<file path="config.mk">
export PLATFORM = sky130hd
export DESIGN_NAME = uart_tx_arbiter
export DESIGN_NICKNAME = d
export VERILOG_FILES = /design/src/rtl/uart_tx_arbiter.sv
export SDC_FILE = /design/constraint.sdc
export NUM_CORES = 1
export LEC_CHECK = 0
export BUFFER_PORTS_ARGS = -buffer_cell sky130_fd_sc_hd__buf_2
export CAP_MARGIN = 10
export CORE_MARGIN = 1
export CORE_UTILIZATION = 46
export CTS_CLUSTER_DIAMETER = 40
export DETAILED_ROUTE_END_ITERATION = 12
export PLACE_DENSITY = 0.72
export SYNTH_ARGS = -nofsm -noshare
export SYNTH_HDL_FRONTEND = slang
export SYNTH_SLANG_ARGS = --single-unit
export TNS_END_PERCENT = 1
</file>
<file path="constraint.sdc">
create_clock -name i_clk -period 2.5 [get_ports i_clk]
set_clock_uncertainty 0.2 [all_clocks]
set_input_delay 0.125 -clock i_clk [delete_from_list [all_inputs] [get_ports i_clk]]
set_output_delay 0.125 -clock i_clk [all_outputs]
set_load 0.01 [all_outputs]
</file>
<file path="src/rtl/uart_tx_arbiter.sv">
//==============================================================================
// Module   : uart_tx_arbiter
// Purpose  : Round-robin, message-granular sharing of one uart_tx among N_REQ
//            byte-stream requesters, with gap-timeout abort of stalled owners.
// Revision : 1.0
//==============================================================================
`default_nettype none

module uart_tx_arbiter #(
   parameter int N_REQ   = 4,
   parameter int MAX_GAP = 4096
) (
   input  logic               i_clk,
   input  logic               i_rst_n,
   input  logic [N_REQ-1:0]   i_req_valid,
   input  logic [8*N_REQ-1:0] i_req_data,
   input  logic [N_REQ-1:0]   i_req_last,
   output logic [N_REQ-1:0]   o_req_ready,
   output logic [7:0]         o_tx_data,
   output logic               o_tx_start,
   input  logic               i_tx_busy,
   output logic [N_REQ-1:0]   o_grant,
   output logic               o_abort
);

   localparam int PW = $clog2(N_REQ);
   localparam int IW = PW + 1;
   localparam int GW = ($clog2(MAX_GAP + 1) > 12) ? $clog2(MAX_GAP + 1) : 12;
   localparam logic [GW-1:0] C_GAP_LIMIT = GW'(MAX_GAP - 1);

   typedef enum logic [2:0] {
      S_IDLE      = 3'd0,
      S_LOAD      = 3'd1,
      S_START     = 3'd2,
      S_WAIT_BUSY = 3'd3,
      S_WAIT_DONE = 3'd4
   } state_t;

   state_t           r_state;
   logic [PW-1:0]    r_ptr;
   logic [PW-1:0]    r_gidx;
   logic [GW-1:0]    r_gap;
   logic             r_last;
   logic [N_REQ-1:0] r_grant;
   logic [7:0]       r_tx_data;
   logic             r_tx_start;
   logic             r_abort;

   logic             w_found;
   logic [PW-1:0]    w_pick;
   logic [IW-1:0]    w_idx;
   logic [PW-1:0]    w_gnext;
   logic             w_gvalid;

   // Round-robin scan: first valid requester at or after the pointer, modulo N_REQ.
   always_comb begin
      w_found = 1'b0;
      w_pick  = '0;
      w_idx   = '0;
      for (int i = 0; i < N_REQ; i++) begin
         w_idx = {1'b0, r_ptr} + IW'(i);
         if (w_idx >= IW'(N_REQ)) begin
            w_idx = w_idx - IW'(N_REQ);
         end
         if (!w_found && i_req_valid[w_idx[PW-1:0]]) begin
            w_found = 1'b1;
            w_pick  = w_idx[PW-1:0];
         end
      end
   end

   always_comb begin
      w_gnext     = (r_gidx == PW'(N_REQ - 1)) ? '0 : r_gidx + PW'(1);
      w_gvalid    = i_req_valid[r_gidx];
      o_req_ready = (r_state == S_LOAD) ? (r_grant & i_req_valid) : '0;
   end

   always_ff @(posedge i_clk or negedge i_rst_n) begin
      if (!i_rst_n) begin
         r_state    <= S_IDLE;
         r_ptr      <= '0;
         r_gidx     <= '0;
         r_gap      <= '0;
         r_last     <= 1'b0;
         r_grant    <= '0;
         r_tx_data  <= '0;
         r_tx_start <= 1'b0;
         r_abort    <= 1'b0;
      end else begin
         r_tx_start <= 1'b0;
         r_abort    <= 1'b0;
         case (r_state)
            S_IDLE: begin
               if (w_found) begin
                  r_gidx  <= w_pick;
                  r_grant <= N_REQ'(1) << w_pick;
                  r_gap   <= '0;
                  r_state <= S_LOAD;
               end
            end
            S_LOAD: begin
               if (w_gvalid) begin
                  r_tx_data <= i_req_data[{r_gidx, 3'b000} +: 8];
                  r_last    <= i_req_last[r_gidx];
                  r_gap     <= '0;
                  r_state   <= S_START;
               end else if (r_gap >= C_GAP_LIMIT) begin
                  r_abort <= 1'b1;
                  r_grant <= '0;
                  r_ptr   <= w_gnext;
                  r_state <= S_IDLE;
               end else if (r_gap != '1) begin
                  r_gap <= r_gap + 1'b1;
               end
            end
            S_START: begin
               // Hold off while the UART is still shifting out an earlier frame.
               if (!i_tx_busy) begin
                  r_tx_start <= 1'b1;
                  r_state    <= S_WAIT_BUSY;
               end
            end
            S_WAIT_BUSY: begin
               if (i_tx_busy) begin
                  r_state <= S_WAIT_DONE;
               end
            end
            S_WAIT_DONE: begin
               if (!i_tx_busy) begin
                  if (r_last) begin
                     r_grant <= '0;
                     r_ptr   <= w_gnext;
                     r_state <= S_IDLE;
                  end else begin
                     r_state <= S_LOAD;
                  end
               end
            end
            default: r_state <= S_IDLE;
         endcase
      end
   end

   assign o_tx_data  = r_tx_data;
   assign o_tx_start = r_tx_start;
   assign o_grant    = r_grant;
   assign o_abort    = r_abort;

endmodule

`default_nettype wire

</file>
# After elaboration in Yosys (flattened, before gate mapping)
# Cells that the tools add are included.
dict set report op_classes {
  n_eq_ne 16
  n_bitwise 1
  add_sub_neg 9
  shifts 2
  n_reduce_logical 16
  muxes 55
  n_div 0
  n_mul 0
  n_lt_le_gt_ge 10
}
# op n
set ops {}
lappend ops {{13-bit 2-to-1 mux} 4}
lappend ops {{32-bit by 6-bit variable part select with 8-bit output} 1}
lappend ops {{2-bit 2-to-1 mux} 13}
lappend ops {{13-bit case mux with 2 select lines} 1}
lappend ops {{4-bit 2-to-1 mux} 6}
lappend ops {{3-bit 2-to-1 mux} 6}
lappend ops {{1-bit 2-to-1 mux} 16}
lappend ops {{2-bit by 3-bit less-than comparator with 1-bit output (second input constant)} 5}
lappend ops {{3-bit case mux with 5 select lines} 1}
lappend ops {{13-bit by 1-bit adder with 13-bit output (second input constant)} 1}
lappend ops {{13-bit by 12-bit >= comparator with 1-bit output (second input constant)} 1}
lappend ops {{13-bit != test (second input constant)} 1}
lappend ops {{1-bit binary-select mux with 2-bit select} 6}
lappend ops {{2-bit != test (second input constant)} 6}
lappend ops {{4-bit case mux with 3 select lines} 1}
lappend ops {{5-bit AND reduction} 2}
lappend ops {{3-bit >= comparator (second input constant)} 3}
lappend ops {{2-bit by 1-bit subtractor with 2-bit output (second input constant)} 4}
lappend ops {{2-bit by 2-bit adder with 3-bit output (second input constant)} 2}
lappend ops {{3-bit by 2-bit == test with 1-bit output (second input constant)} 2}
lappend ops {{3-bit by 2-bit != test with 1-bit output (second input constant)} 2}
lappend ops {{6-bit AND reduction} 1}
lappend ops {{4-bit AND} 1}
lappend ops {{2-bit case mux with 2 select lines} 1}
lappend ops {{16 further kinds} 22}
dict set report totals {
  register_bits 35
  memories 0
  romBits 0
  latchBits 0
  out_inout_bits 18
  ram_bits 0
  in_bits 43
}

# Longest topological paths before layout
# Gate-level depths: netlist of run 1.
dict set report logic_depth {
  ltp_word 17
  mapped_depth 6
  ltp_nobuf 6
}

# Least setup slack after synthesis of run 1
# No wires, ideal clock.
dict set report synth_path {
  kind {register to register}
  start {register r_gidx[0]}
  end {register r_ptr[0]}
  stages_incl_launch_ff 6
  path_buffers 0
  setup_slack_ps 527
  t_arrival_ps 1645
  cell_sequence {dfrtp_1 -> mux4_2 -> inv_2 -> nand2_2 -> o22ai_2 -> mux2_1}
}
dict set report synth_via {
  elab_chain_cells 5
  elab_cells_between_ends 12
  cone_classes {add/sub: 1; eq/ne: 2; mux: 8; reduce/logical: 1}
}
# item line
set synth_lines {}
lappend synth_lines {{from (decl)} 41} ;# logic [PW-1:0] r_gidx;
lappend synth_lines {{from (signal assigned)} 95} ;# r_gidx <= w_pick;
lappend synth_lines {{2-bit by 1-bit adder with 2-bit output or 2-bit == test (tied branches)} 73} ;# w_gnext = (r_gidx == PW'(N_REQ - 1)) ? '0 : r_gidx + PW'(1);
lappend synth_lines {{2-bit 2-to-1 mux} 73}
lappend synth_lines {{2-bit 2-to-1 mux (on tied branches)} {130, 107}}
lappend synth_lines {{2-bit 2-to-1 mux (on tied branches)} {129, 102}}
lappend synth_lines {{2-bit case mux with 2 select lines} 92} ;# case (r_state)
lappend synth_lines {{to (signal assigned)} 110} ;# r_ptr <= w_gnext;
lappend synth_lines {{to (signal assigned)} 132} ;# r_ptr <= w_gnext;
lappend synth_lines {{to (decl)} 40} ;# logic [PW-1:0] r_ptr;
# Parallel ways exist; a longest one is shown, timed or not. The select of a mux whose other input is x is not followed.
# A chain may end at the register's enable or synchronous reset.

# Final worst setup path of run 1
dict set report layout_path {
  start {register r_gap[0]}
  end {register r_ptr[1]}
}
dict set report layout_via {
  elab_chain_cells 3
}
# item line
set layout_lines {}
lappend layout_lines {{from (decl)} 42} ;# logic [GW-1:0] r_gap;
lappend layout_lines {{from (signal assigned)} 113} ;# r_gap <= r_gap + 1'b1;
lappend layout_lines {{13-bit by 12-bit >= comparator with 1-bit output} 107} ;# end else if (r_gap >= C_GAP_LIMIT) begin
lappend layout_lines {{2-bit by 1-bit != test with 1-bit output (no line)} n/a}
lappend layout_lines {{5-bit AND reduction (no line)} n/a}
# No other way between the ends.

==> metrics.md, run 1 <==
| Metric | Value |
|---|---|
| Initial Util | `0.493` |
| Syn_area_per_cell | `11.5 um^2` |
| CP Class | `reg -> reg` |
| Pre-antenna DRT Iters | `4` |
| Later-pin clock latency in the skew report | `290 ps` |
| Min cycle time layout | `approximately 2200 ps` |
| Met3 Use GR | `0.0428` |
| Register area share after synthesis | `0.429` |
| Crit end category | `flip-flop` |
| WP data required | `2470 ps` |
| First-pass GRT wire length | `7020 um` |
| Clock-pin slew on the worst setup and hold paths | `70 ps` |
| CP max FO | `5` |
| Met1 Usage GRT | `0.282` |
| Post-Layout Cell Count | `just under 300` |
| Final worst-path cycle share | `0.864` |
| Yosys cell types | `47` |
| Syn_nets | `223` |
| Detail Placement HPWL | `3320 um` |
| Hold path cells | `3` |
| Mapped Cells | `178` |
| RSZ-0062 raised after global routing | `no` |
| Layout net count | `289` |
| Post-DRT Antenna Nets | `0` |
| # clock sinks | `35` |
| Worst hold path class | `in -> reg` |
| Crit path arrival time | `between 2000 and 2500 ps` |
| Buffers on Ports | `60` |
| Die width | `slightly below 70 um` |
| Setup Total Neg Slack | `0 ps` |
| Startpoint Class | `flip-flop` |
| Max-Cap Viols | `0` |
| Synth warn | `0` |
| Register bit total from synthesis | `35` |
| TritonCTS buffer count | `5` |
| Largest net degree at the start of global routing | `36` |
| Post-CTS Hold Buffers | `2` |
| Max_slew headroom | `0.489` |
| WL/cell | `14.8 um` |
| DR DRC count | `0` |
| Worst r2r path cells | `6` |
| Asr flop ratio synth | `1.00` |
| Final wirelength | `4370 um` |
| Via Count | `1628` |
| Syn Std Cell Area | `2040 um^2` |
| Finish-stage setup viols | `0` |
| Area Growth Syn to Fin | `24.2%` |
| Vias in the first global route | `1472` |
| Starting DRC count in detailed routing | `71` |
| Share of layout cells above drive strength 1 | `0.437` |
| Htree depth | `2` |
| DR vias/cell | `between 5 and 6` |
| Gr usage total | `0.206` |
| Die Ht | `68.6 um` |
| EDFF count, synth | `0` |
| Core Box Area | `just over 4000 um^2` |
| LEAKAGE | `1.21 nW` |
| Worst-Margin Slew | `766 ps` |
| # rows | `23` |
| Initial antenna violation count | `0` |
| Clock root buffer | `clkbuf_8` |
| CTS tree | `built` |
| Final hold slack | `83.3 ps` |
| Routability cong. | `0.822` |
| Die area | `4710 um^2` |
| Peak Freq | `463 MHz` |
| Status | `complete, no violations` |
| Layer with the highest usage | `met2` |
| Antenna cell count | `0` |
| Layout fillers | `about 380` |
| PD cells | `about 1000 nW/um^2` |
| Top FF cell, synth | `dfrtp_1` |
| Grt ovf | `0` |
| Post-cts sizing count | `0` |
| Boundary pin count | `between 60 and 70` |
| Max Buffers Root-to-Sink | `2` |
| Placed cells | `285` |
| Hold Violations, Final | `0` |
| M2 GR Usage | `0.309` |
| Slew Limit Fails | `0` |
| Setup Buffers After CTS | `0` |
| Worst vdd ir | `around 0.72 mV` |
==> final cells by class <==
class | count | area [um^2] | area share
Tap cell | 50 | 62.6 | 0.0247
Clock buffer | 6 | 82.6 | 0.0325
Multi-Input combinational cell | 132 | 1120 | 0.443
Clock inverter | 2 | 35.0 | 0.0138
Sequential cell | 35 | 876 | 0.345
Inverter | 6 | 22.5 | 0.00888
Timing Repair Buffer | 64 | 335 | 0.132
==> through the flow <==
| step | power, W | setup WS, ps | instance area [um^2] | utilization |
|---|---|---|---|---|
| 3_3_place_gp | 0.00197 | 378 | 2400 | 0.579 |
| 6_report | 0.00250 | 339 | 2540 | 0.612 |
| 2_1_floorplan | 0.00166 | 527 | 2040 | - |
| 5_1_grt | 0.00269 | 180 | 2540 | 0.612 |
| 3_5_place_dp | 0.00199 | 355 | 2400 | 0.579 |
| 4_1_cts | 0.00253 | 339 | 2540 | 0.612 |
==> flip-flops by register name, summed over array words and instances (netlist names) <==
register    cells
r_gap          13
o_tx_data       8
o_grant         4
r_state         3
r_gidx          2
r_ptr           2
o_abort         1
o_tx_start      1
r_last          1
==> layout by cell type (no fill, tap or decap), drive strengths merged, types with 2 or more instances in the layout <==
| cell type | n |
|---|---|
| nand4 | 2 |
| a22o | 3 |
| a21oi | 7 |
| buf | 62 |
| nand2 | 12 |
| xnor2 | 6 |
| nor4b | 2 |
| o2bb2ai | 4 |
| or4 | 2 |
| nor3 | 5 |
| mux2 | 12 |
| and3 | 5 |
| nor4 | 5 |
| mux2i | 2 |
| nor3b | 2 |
| clkbuf | 6 |
| o21ai | 4 |
| dfrtp | 35 |
| nand3 | 4 |
| nand2b | 3 |
| mux4 | 10 |
| ha | 2 |
| dlygate4sd3 | 2 |
| inv | 6 |
| nor2 | 26 |
==> cells in the mapped netlist (2+ instances only) <==
master	number	share of area
a22o_1	3	0.013
nor3b_1	2	0.0073
nor4b_1	2	0.0086
mux2i_1	2	0.0098
nand2_2	2	0.0061
nor4_1	4	0.012
inv_1	5	0.0092
mux2_2	10	0.055
mux4_2	10	0.11
nor2_2	4	0.012
clkbuf_1	3	0.0055
nand2_1	10	0.018
nor3_1	4	0.0098
nand2b_1	3	0.0092
mux2_1	2	0.011
o21ai_0	3	0.0073
nand3_1	4	0.0098
nand4_4	2	0.021
and3_1	5	0.015
ha_1	2	0.012
dfrtp_1	35	0.43
o2bb2ai_1	4	0.017
buf_2	2	0.0049
a21oi_1	7	0.017
xnor2_1	6	0.026
nor2_1	21	0.039
==> cells by family after synthesis <==
| group | synth area share |
|---|---|
| AOI/OAI and AO/OA | 0.113 |
| xor gates and xnor gates | 0.0257 |
| adders and majority gates | 0.0122 |
| buffers and inverters | 0.0214 |
| DFF | 0.429 |
| muxes | 0.186 |
| and+or+nand+nor | 0.212 |
==> report_power, final <==
group	internal [W]	switching (W)	leakage (nW)
registers	0.000734	0.000183	0.456
clock network	0.000322	0.000201	0.0612
logic	0.000529	0.000529	0.689
total	0.00159	0.000914	1.21
==> path summary, 6_finish.rpt <==
path                                end  slack [ps]          start
max                            r_ptr[1]         340       r_gap[0]
min                        o_tx_data[0]          80  i_req_data[0]
max reg2reg                    r_ptr[1]         340       r_gap[0]
min reg2reg                o_tx_data[0]         310   o_tx_data[0]
max in group asynchronous    o_grant[0]        1370        i_rst_n
min in group asynchronous      r_gap[9]         250        i_rst_n
==> per-layer routing <==
layer  wire length (um)  vias to the layer above
li1                   -                      798
met1               1970                      790
met2               2190                       33
met3                132                        7
met4                 73                        0
met5                  0                        -
==> critical path: stages (launching register included) <==
cell and delay, ps:
dfrtp_1 420, ha_1 260, a21oi_1 370, nor4_2 110, nor2_1 240, o22ai_2 130, mux2_1 310
(Power assumes the default switching activity.)
==> run 2, diff against run 1 <==
--- a/config.mk
+++ b/config.mk
@@ -7,11 +7,10 @@
 export LEC_CHECK = 0
 export BUFFER_PORTS_ARGS = -buffer_cell sky130_fd_sc_hd__buf_2
 export CAP_MARGIN = 10
-export CORE_MARGIN = 1
-export CORE_UTILIZATION = 46
+export CORE_UTILIZATION = 51
 export CTS_CLUSTER_DIAMETER = 40
 export DETAILED_ROUTE_END_ITERATION = 12
-export PLACE_DENSITY = 0.72
+export PLACE_DENSITY = 0.79
 export SYNTH_ARGS = -nofsm -noshare
 export SYNTH_HDL_FRONTEND = slang
 export SYNTH_SLANG_ARGS = --single-unit
==> constraint.sdc (replaced) <==
create_clock -name i_clk -period 2.5 [get_ports i_clk]
set_clock_uncertainty 0.2 [all_clocks]
set_input_delay 0.25 -clock i_clk [delete_from_list [all_inputs] [get_ports i_clk]]
set_output_delay 0.25 -clock i_clk [all_outputs]
set_load 0.01 [all_outputs]
==> run 2 against run 1 <==
Global-route usage rose by 1.6 points. Routed wire length fell by 0.73%. Setup slack got worse by 59 ps. Critical path depth fell by 1. Count of clock-buffer cells in the layout rose by 1. Hold slack improved by 120 ps. Via count rose by 1.7%. Flip-flop and latch count did not move. Sequential power barely moved. Largest cell class unchanged. Largest power group unchanged.
==> metrics.md, run 2 (synthesis gave the netlist of run 1 again) <==
| Metric | Value |
|---|---|
| Commonest non-fill, non-tap cells in the layout | `buf_2, dfrtp_1, nor2_1` |
| Max Buffers Root-to-Sink | `2` |
| Worst-Margin Slew | `764 ps` |
| Max_slew headroom | `0.491` |
| Crit path arrival time | `roughly 1800 ps` |
| Min cycle time layout | `roughly 2200 ps` |
| Setup Total Neg Slack | `0 ps` |
| Layout fillers | `308` |
| Layout net count | `290` |
| Worst vdd ir | `0.635 mV` |
| Worst r2r path cells | `6` |
| DR DRC count | `0` |
| Area Growth Syn to Fin | `22.7%` |
| Clock root buffer | `clkbuf_8` |
| Dpl cell area | `2400 um^2` |
| Die area | `4260 um^2` |
| Via Count | `between 1500 and 2000` |
| Gr usage total | `0.222` |
| Largest net degree at the start of global routing | `36` |
| Die Ht | `65.3 um` |
| CP Class | `reg -> out` |
| Top reg by flops | `r_gap` |
| TritonCTS buffer count | `5` |
| Switching power | `0.000917 W` |
| # rows | `22` |
| Share of layout cells above drive strength 1 | `0.431` |
| Die width | `between 60 and 70 um` |
| WP data required | `2050 ps` |
| Max-Cap Viols | `0` |
| Final worst-path cycle share | `0.888` |
| Slew Limit Fails | `0` |
| Boundary pin count | `slightly above 60` |
| Pre-antenna DRT Iters | `4` |
| Worst hold path class | `in -> reg` |
| Most common cell after layout, fill and taps aside | `buf_2` |
| Detail Placement HPWL | `between 3000 and 4000 um` |
| Initial Util | `0.546` |
| Antenna cell count | `0` |
| # clock sinks | `35` |
| Number of flip-flops in the largest register | `13` |
| PD cells | `952 nW/um^2` |
| Vias in the first global route | `~1500` |
| Starting DRC count in detailed routing | `54` |
| Htree depth | `2` |
| Post-layout util | `0.669` |
| Final wirelength | `between 4000 and 5000 um` |
| Comb power frac | `0.453` |
| Peak Freq | `450 MHz` |
| Buffers on Ports | `60` |
| Crit end category | `output pin` |
| Switching part of the total | `0.384` |
| Post-DRT Antenna Nets | `0` |
| Setup Buffers After CTS | `0` |
| Reg power frac | `0.384` |
| Clock share of power | `0.163` |
| Routability cong. | `0.818` |
| DR vias/cell | `between 5 and 6` |
| Initial antenna violation count | `0` |
| FF-to-FF setup slack | `about 340 ps` |
| CP max FO | `11` |
| LEAKAGE | `1.19 nW` |
| WL/cell | `14.8 um` |
| CTS tree | `built` |
| First-pass GRT wire length | `6910 um` |
| Clock-pin slew on the worst setup and hold paths | `70 ps` |
| Status | `complete, no violations` |
| Startpoint Class | `flip-flop` |
| Grt ovf | `0` |
| Core Box Area | `3740 um^2` |
| Post-route cell area | `between 2000 and 3000 um^2` |
| Hold Violations, Final | `0` |
| RSZ-0062 raised after global routing | `no` |
| Finish-stage setup viols | `0` |
| Later-pin clock latency in the skew report | `about 290 ps` |
| Hold path cells | `3` |
| Internal | `~0.0015 W` |
-- run 2: cell count changes in the layout (fill, tap and decap cells not counted) --
cell,change
buf_4,+1
bufinv_16,-1
clkbuf_8,-1
clkbuf_1,+2
-- run 2: area by class of cell --
type / count / area, um^2 / share of cell area
flip-flops and latches: 35 / 876 / 0.349
clock buffers: 7 / 76.3 / 0.0305
inverters: 6 / 22.5 / 0.00899
clock inverters: 1 / 5.00 / 0.00200
well taps: 48 / 60.1 / 0.0240
repair buffers: 65 / 343 / 0.137
multi-input cells: 132 / 1120 / 0.448
-- run 2: critical path, stage by stage (launching register included) --
cell and delay (ps):
dfrtp_1 590, inv_1 160, nor3_2 250, buf_4 200, and3_1 160, buf_2 120
-- run 2: what timing repair did --
| action | 4_1_cts | 5_1_grt |
|---|---|---|
| setup endpoints to repair | 0 | 0 |
| hold buffers | 2 | 0 |
| gates resized for setup | 0 | 0 |
| endpoints found under the hold margin | 36 | 0 |
-- run 2: worst paths after layout --
check	from	to
min reg2reg	o_tx_data[4]	o_tx_data[4]
min in group asynchronous	i_rst_n	r_gap[10]
min	i_req_data[29]	o_tx_data[5]
max	r_state[0]	o_req_ready[2]
max in group asynchronous	i_rst_n	r_gap[5]
max reg2reg	r_gap[0]	r_ptr[1]
-- run 2: power by group through the flow --
stage / logic [W] / registers, W / clock network (W)
detailed placement: 0.00108 / 0.000924 / 0
global route: 0.00118 / 0.000945 / 0.000433
global placement: 0.00106 / 0.000915 / 0
CTS: 0.00109 / 0.000917 / 0.000398
floorplan: 0.000778 / 0.000884 / 0
finish: 0.00108 / 0.000917 / 0.000389
-- run 2: per-stage QoR --
step | power [W] | setup slack (ps) | hold WS (ps) | instances
2_1_floorplan | 0.00166 | 527 | -246 | 178
3_3_place_gp | 0.00198 | 404 | 168 | 284
3_5_place_dp | 0.00201 | 373 | 175 | 284
4_1_cts | 0.00241 | 281 | 203 | 294
5_1_grt | 0.00256 | 198 | 210 | 294
6_report | 0.00239 | 280 | 205 | 294
-- run 2: routing by layer --
layer | wire length (um) | global-route usage | vias up
li1 | - | - | 805
met1 | 2030 | 0.310 | 797
met3 | 186 | 0.0660 | 11
met2 | 2040 | 0.325 | 43
met5 | 0 | 0 | -
met4 | 83 | 0.0870 | 0
